**src/rtl/ring_arb_pkg.sv**
```systemverilog
// Shared types and helpers for the ring round-robin arbiter:
// FSM encoding, hold-counter sizing and one-hot to binary encoding.
package ring_arb_pkg;

    typedef enum logic [0:0] {
        ST_IDLE  = 1'b0,
        ST_GRANT = 1'b1
    } arb_state_e;

    // Hold counter needs at least one bit even when MAX_HOLD is 1 or 2.
    function automatic int cnt_width(input int max_hold);
        return ($clog2(max_hold) < 1) ? 1 : $clog2(max_hold);
    endfunction

    // Vectors up to 32 bits wide; the caller zero-extends and truncates.
    function automatic logic [31:0] onehot_to_bin(input logic [31:0] oh);
        logic [31:0] idx;
        idx = 32'd0;
        for (int i = 0; i < 32; i++) begin
            idx = idx | (oh[i] ? 32'(i) : 32'd0);
        end
        return idx;
    endfunction

endpackage

```
**src/rtl/ring_rr_arbiter_pick.sv**
```systemverilog
// Combinational circular priority select: first request at or above the
// one-hot token, wrapping from N-1 back to 0.
module rr_pick
    import ring_arb_pkg::*;
#(
    parameter int N = 4
) (
    input  logic [N-1:0] req,
    input  logic [N-1:0] ptr,
    output logic [N-1:0] win,
    output logic         any
);

    localparam logic [N-1:0]   ONE_N  = {{(N-1){1'b0}}, 1'b1};
    localparam logic [2*N-1:0] ONE_2N = {{(2*N-1){1'b0}}, 1'b1};

    logic [N-1:0]   thermo_s;
    logic [2*N-1:0] dbl_s;
    logic [2*N-1:0] iso_s;

    // Upper copy is unmasked so requests below the token are found after wrap.
    always_comb begin
        thermo_s = ~(ptr - ONE_N);
        dbl_s    = {req, req & thermo_s};
        iso_s    = dbl_s & (~dbl_s + ONE_2N);
        win      = iso_s[N-1:0] | iso_s[2*N-1:N];
        any      = |req;
    end

endmodule

```
**src/rtl/ring_rr_arbiter.sv**
```systemverilog
// Round-robin arbiter with a one-hot rotating token, registered one-hot
// grant, one bubble between grants and a bounded hold time.
module ring_rr_arbiter
    import ring_arb_pkg::*;
#(
    parameter int N        = 4,
    parameter int MAX_HOLD = 8
) (
    input  logic                 clk,
    input  logic                 rst,
    input  logic [N-1:0]         req,
    output logic [N-1:0]         grant,
    output logic                 grant_valid,
    output logic [$clog2(N)-1:0] grant_id,
    output logic [N-1:0]         ptr
);

    localparam int IDW = $clog2(N);
    localparam int CW  = cnt_width(MAX_HOLD);
    localparam logic [CW-1:0]  HOLD_LAST = CW'(MAX_HOLD - 1);
    localparam logic [CW-1:0]  HOLD_ONE  = CW'(1);
    localparam logic [CW-1:0]  HOLD_ZERO = CW'(0);
    localparam logic [N-1:0]   PTR_RST   = {{(N-1){1'b0}}, 1'b1};
    localparam logic [N-1:0]   VEC_ZERO  = {N{1'b0}};
    localparam logic [IDW-1:0] ID_ZERO   = {IDW{1'b0}};

    arb_state_e     state_r, state_s;
    logic [CW-1:0]  hold_r, hold_s;
    logic [N-1:0]   ptr_r, ptr_s;
    logic [N-1:0]   grant_r, grant_s;
    logic           valid_r, valid_s;
    logic [IDW-1:0] id_r, id_s;
    logic [N-1:0]   win_s;
    logic           any_s;
    logic           release_s;

    rr_pick #(.N(N)) u_pick (
        .req (req),
        .ptr (ptr_r),
        .win (win_s),
        .any (any_s)
    );

    // Next-state, hold counter, token rotation and output register inputs.
    always_comb begin
        state_s   = state_r;
        hold_s    = hold_r;
        ptr_s     = ptr_r;
        grant_s   = grant_r;
        valid_s   = valid_r;
        id_s      = id_r;
        release_s = 1'b0;
        case (state_r)
            ST_IDLE: begin
                if (any_s) begin
                    grant_s = win_s;
                    valid_s = 1'b1;
                    id_s    = IDW'(onehot_to_bin(32'(win_s)));
                    hold_s  = HOLD_ZERO;
                    state_s = ST_GRANT;
                end else begin
                    state_s = ST_IDLE;
                end
            end
            ST_GRANT: begin
                release_s = ~|(req & grant_r) | (hold_r == HOLD_LAST);
                if (release_s) begin
                    grant_s = VEC_ZERO;
                    valid_s = 1'b0;
                    id_s    = ID_ZERO;
                    ptr_s   = {grant_r[N-2:0], grant_r[N-1]};
                    state_s = ST_IDLE;
                end else begin
                    hold_s  = hold_r + HOLD_ONE;
                    state_s = ST_GRANT;
                end
            end
            default: begin
                grant_s = VEC_ZERO;
                valid_s = 1'b0;
                id_s    = ID_ZERO;
                hold_s  = HOLD_ZERO;
                ptr_s   = PTR_RST;
                state_s = ST_IDLE;
            end
        endcase
    end

    // State and output registers with synchronous active-low reset.
    always_ff @(posedge clk) begin
        if (!rst) begin
            state_r <= ST_IDLE;
            hold_r  <= HOLD_ZERO;
            ptr_r   <= PTR_RST;
            grant_r <= VEC_ZERO;
            valid_r <= 1'b0;
            id_r    <= ID_ZERO;
        end else begin
            state_r <= state_s;
            hold_r  <= hold_s;
            ptr_r   <= ptr_s;
            grant_r <= grant_s;
            valid_r <= valid_s;
            id_r    <= id_s;
        end
    end

    assign grant       = grant_r;
    assign grant_valid = valid_r;
    assign grant_id    = id_r;
    assign ptr         = ptr_r;

endmodule

```
**config.mk**
```make
export PLATFORM = sky130hd
export DESIGN_NAME = ring_rr_arbiter
export DESIGN_NICKNAME = d
export VERILOG_FILES = /design/src/rtl/ring_arb_pkg.sv /design/src/rtl/ring_rr_arbiter_pick.sv /design/src/rtl/ring_rr_arbiter.sv
export SDC_FILE = /design/constraint.sdc
export NUM_CORES = 1
export LEC_CHECK = 0
export ABC_AREA = 1
export CAP_MARGIN = 20
export CORE_MARGIN = 2
export CORE_UTILIZATION = 51
export CTS_CLUSTER_SIZE = 24
export DETAILED_ROUTE_END_ITERATION = 6
export PLACE_DENSITY = 0.79
export SYNTH_ARGS = -nofsm -noshare
export SYNTH_HDL_FRONTEND = slang
export SYNTH_HIERARCHICAL = 1
export SYNTH_SLANG_ARGS = --single-unit
```
**constraint.sdc**
```tcl
create_clock -name clk -period 3.15 [get_ports clk]
set_clock_uncertainty 0.1 [all_clocks]
set_input_delay 0.63 -clock clk [delete_from_list [all_inputs] [get_ports clk]]
set_output_delay 0.63 -clock clk [all_outputs]
set_load 0.05 [all_outputs]
```
==> flow_summary.yaml <==
routing:
  drt_iter0_markers: 28
  vias: 793
  ant_nets: 0
  dr.pass1.iters: 4
  drc: 0
  vias_per_cell: 5.358
  wl_per_cell_um: 12.26
  finalWirelength_um: 1815
worst_hold_path:
  hp-start: "hold_r[1]$_SDFFE_PN0P_"
  hold_class: "reg -> reg"
  whs_endpoint: "hold_r[1]$_SDFFE_PN0P_"
  holdPathStages: 2
sta:
  post-route-period-util_pct: 71.43
  whs_ns: 0.3902
  drv_slew: 0
  tightest_slew_ns: 0.4984
  setup_slack_ns: 0.9000
  setup_viol: 0
  rsz0062_at_grt: "no"
  fmax_ghz: 0.4445
  max_slew_margin_pct: 66.67
  hold_violations: 0
  fin_setup_tns_ns: 0
  period_needed_ns: 2.250
critical_path:
  critical_path.cell_chain: "clkdlybuf4s50_1"
  worst_path_max_delay_cell: "clkdlybuf4s50_1"
  required_ns: 2.42
  cp_num_buf_inv: 1
  reg2reg_slack_ns: 1.44
  worstSetupEndpointType: "output port"
  reg2reg_depth: 11
  critPathMaxFanout: 5
  crit_path_max_incr_delay_ns: 0.83
  worstReg2RegEnd: "grant_id[0]$_SDFFE_PN0P_"
  critical_path_class: "reg -> out"
  arrival_ns: 1.52
  r2r-start: "ptr[0]$_SDFFE_PN1P_"
  cp-start-kind: "flip-flop"
  path_delay_family: "buffers and inverters"
logic_synthesis:
  synth_simple_gate_area_share_pct: 35.43
  synth_top_area_share_pct: 38.65
  synth_edf_count: 0
  async_flop_share_pct: 0
  synth_compound_area_share_pct: 12.72
  synth.avg_cell_area_um2: 6.816
  muxShareOfSynthArea_pct: 0
  synth_fp_nets: 123
  netlist_area_um2: 777.0
  netlist_instances: 114
  dominantRegCellSynth: "dfxtp_1"
  synth_xor_area_share_pct: 0
  synth_seq_cells: 15
  synth.largest_area_cell: "dfxtp_1"
  netlist-cell-type-count: 19
  yosysMostFrequentCell: "nand2_1"
  synthTopCellsByCount: "nand2_1 (28), dfxtp_1 (15), nand3_1 (14), nor2_1 (13), a21oi_1 (12)"
  netlist_top_cells_area: "dfxtp_1 (39%), nand2_1 (14%), nand3_1 (9.0%)"
  synthAdderAreaFrac_pct: 4.831
  yosysWarnings: 6
  yosysSeqAreaShare_pct: 38.65
  synth_top_family_by_area: "simple AND/OR/NAND/NOR gates"
global_route:
  grt_use_met1_pct: 25.79
  top_usage_layer: "met2"
  antenna_found_initial: 0
  grtUsageTotal_pct: 22.19
  grt_pass1_vias: 750
  grtUsageMet2_pct: 40.30
  grt_pass1_wl_um: 3091
  grt_overflow: 0
  grt_max_degree: 12
  use_met3_pct: 2.979
floorplanning:
  die_w_um: 43.03
  die_h_um: 43.03
  initial_core_util_pct: 52.81
  row_count: 14
  core-area_mm2: 0.001471
  dieArea_mm2: 0.001852
  boundaryPins: 17
status:
  outcome: "finished, final reports clean"
cts:
  cts_resized: 0
  hold_buffers: 0
  clkTransAtPathRegs_ns: 0.09
  cts-buffers-inserted: 3
  clock_latency_ns: 0.28
  cts-root-buf: "clkbuf_4"
  cts_sinks: 15
  cts_max_level: 1
  post-cts-setup-buffer-count: 0
  tritoncts: "built"
  cts_buffer_depth: 2
flow_run:
  drv_cap: 0
pwr:
  leakage_nw: 0.4193
  peakVddDrop_v: 0.0003967
  power_density_mw_per_mm2: 517.2
cells_and_area:
  area_delta_synth_final_pct: 24.48
  drive_above_1_share_pct: 6.818
  fin_util_pct: 65.73
  antenna-diode-count: 0
  nNetsFinal: 142
placement:
  detailed_place_hpwl_um: 1403
  place_ws_ns: 0.8439
  port_buffers: 16
  place_congestion: 0.8705
==> sequential cells by signal (all words and copies together), names as in the netlist <==
signal and count:
grant 4, ptr 4, hold_r 3, grant_id 2, grant_valid 1, state_r 1
==> power breakdown <==
group | switching (mW) | internal [mW]
registers | 0.0148 | 0.206
clock network | 0.0602 | 0.0492
logic | 0.114 | 0.0565
total | 0.189 | 0.312
==> worst min-delay path, cell delays in order (launching register included) <==
cell and delay (ns):
dfxtp_1 0.32, nand3_1 0.07, a21oi_1 0.05
==> worst max-delay path by stage <==
stage / cells past startpoint / end / startpoint / slack (ns)
2_1_floorplan: 11 / grant_id[0]$_SDFFE_PN0P_ / ptr[0]$_SDFFE_PN1P_ / 1.25
6_report: 1 / ptr[2] / ptr[2]$_SDFFE_PN0P_ / 0.90
4_1_cts: 1 / ptr[2] / ptr[2]$_SDFFE_PN0P_ / 0.88
3_3_place_gp: 7 / grant_valid$_SDFFE_PN0P_ / req[1] / 0.95
5_1_grt: 1 / ptr[2] / ptr[2]$_SDFFE_PN0P_ / 0.85
3_5_place_dp: 7 / grant_valid$_SDFFE_PN0P_ / req[1] / 0.84
==> logic make-up (layout without fill, tap and decap cells) <==
family          count (synthesis)  in the layout
simple gates                   62             62
fa+ha+maj                       3              3
compound gates                 19             19
flops                          15             15
buf+inv                        15             33
==> stage by stage <==
| step | cells | power [mW] | area, µm² |
|---|---|---|---|
| 6_report | 148 | 0.5002 | 967.2 |
| 5_1_grt | 148 | 0.5286 | 967.2 |
| 4_1_cts | 148 | 0.5038 | 967.2 |
| 3_5_place_dp | 144 | 0.3951 | 940.9 |
| 3_3_place_gp | 144 | 0.3907 | 940.9 |
| 2_1_floorplan | 114 | 0.3438 | 777.0 |
==> placed cells by master, fill, tap and decap left out, types with 3 or more instances in the layout <==
master	instances
nor2_1	13
clkdlybuf4s50_1	16
nand2_1	28
o21ai_1	3
clkbuf_4	3
ha_1	3
inv_1	11
o21ai_0	3
nand3_1	14
a21oi_1	12
dfxtp_1	15
==> cell type report <==
| type | instances | area (µm²) |
|---|---|---|
| well taps | 16 | 20.02 |
| flip-flops and latches | 15 | 300.3 |
| repair buffers | 16 | 160.2 |
| multi-input cells | 84 | 411.6 |
| inverters | 13 | 48.80 |
| clock buffers | 4 | 26.28 |
| fillers | 141 | 504.2 |
==> routing by layer <==
| layer | wire length (µm) | vias up |
|---|---|---|
| li1 | - | 408 |
| met1 | 865 | 359 |
| met2 | 845 | 22 |
| met3 | 78 | 4 |
| met4 | 25 | 0 |
| met5 | 0 | - |
No activity file was read; power rests on OpenSTA's default activity.
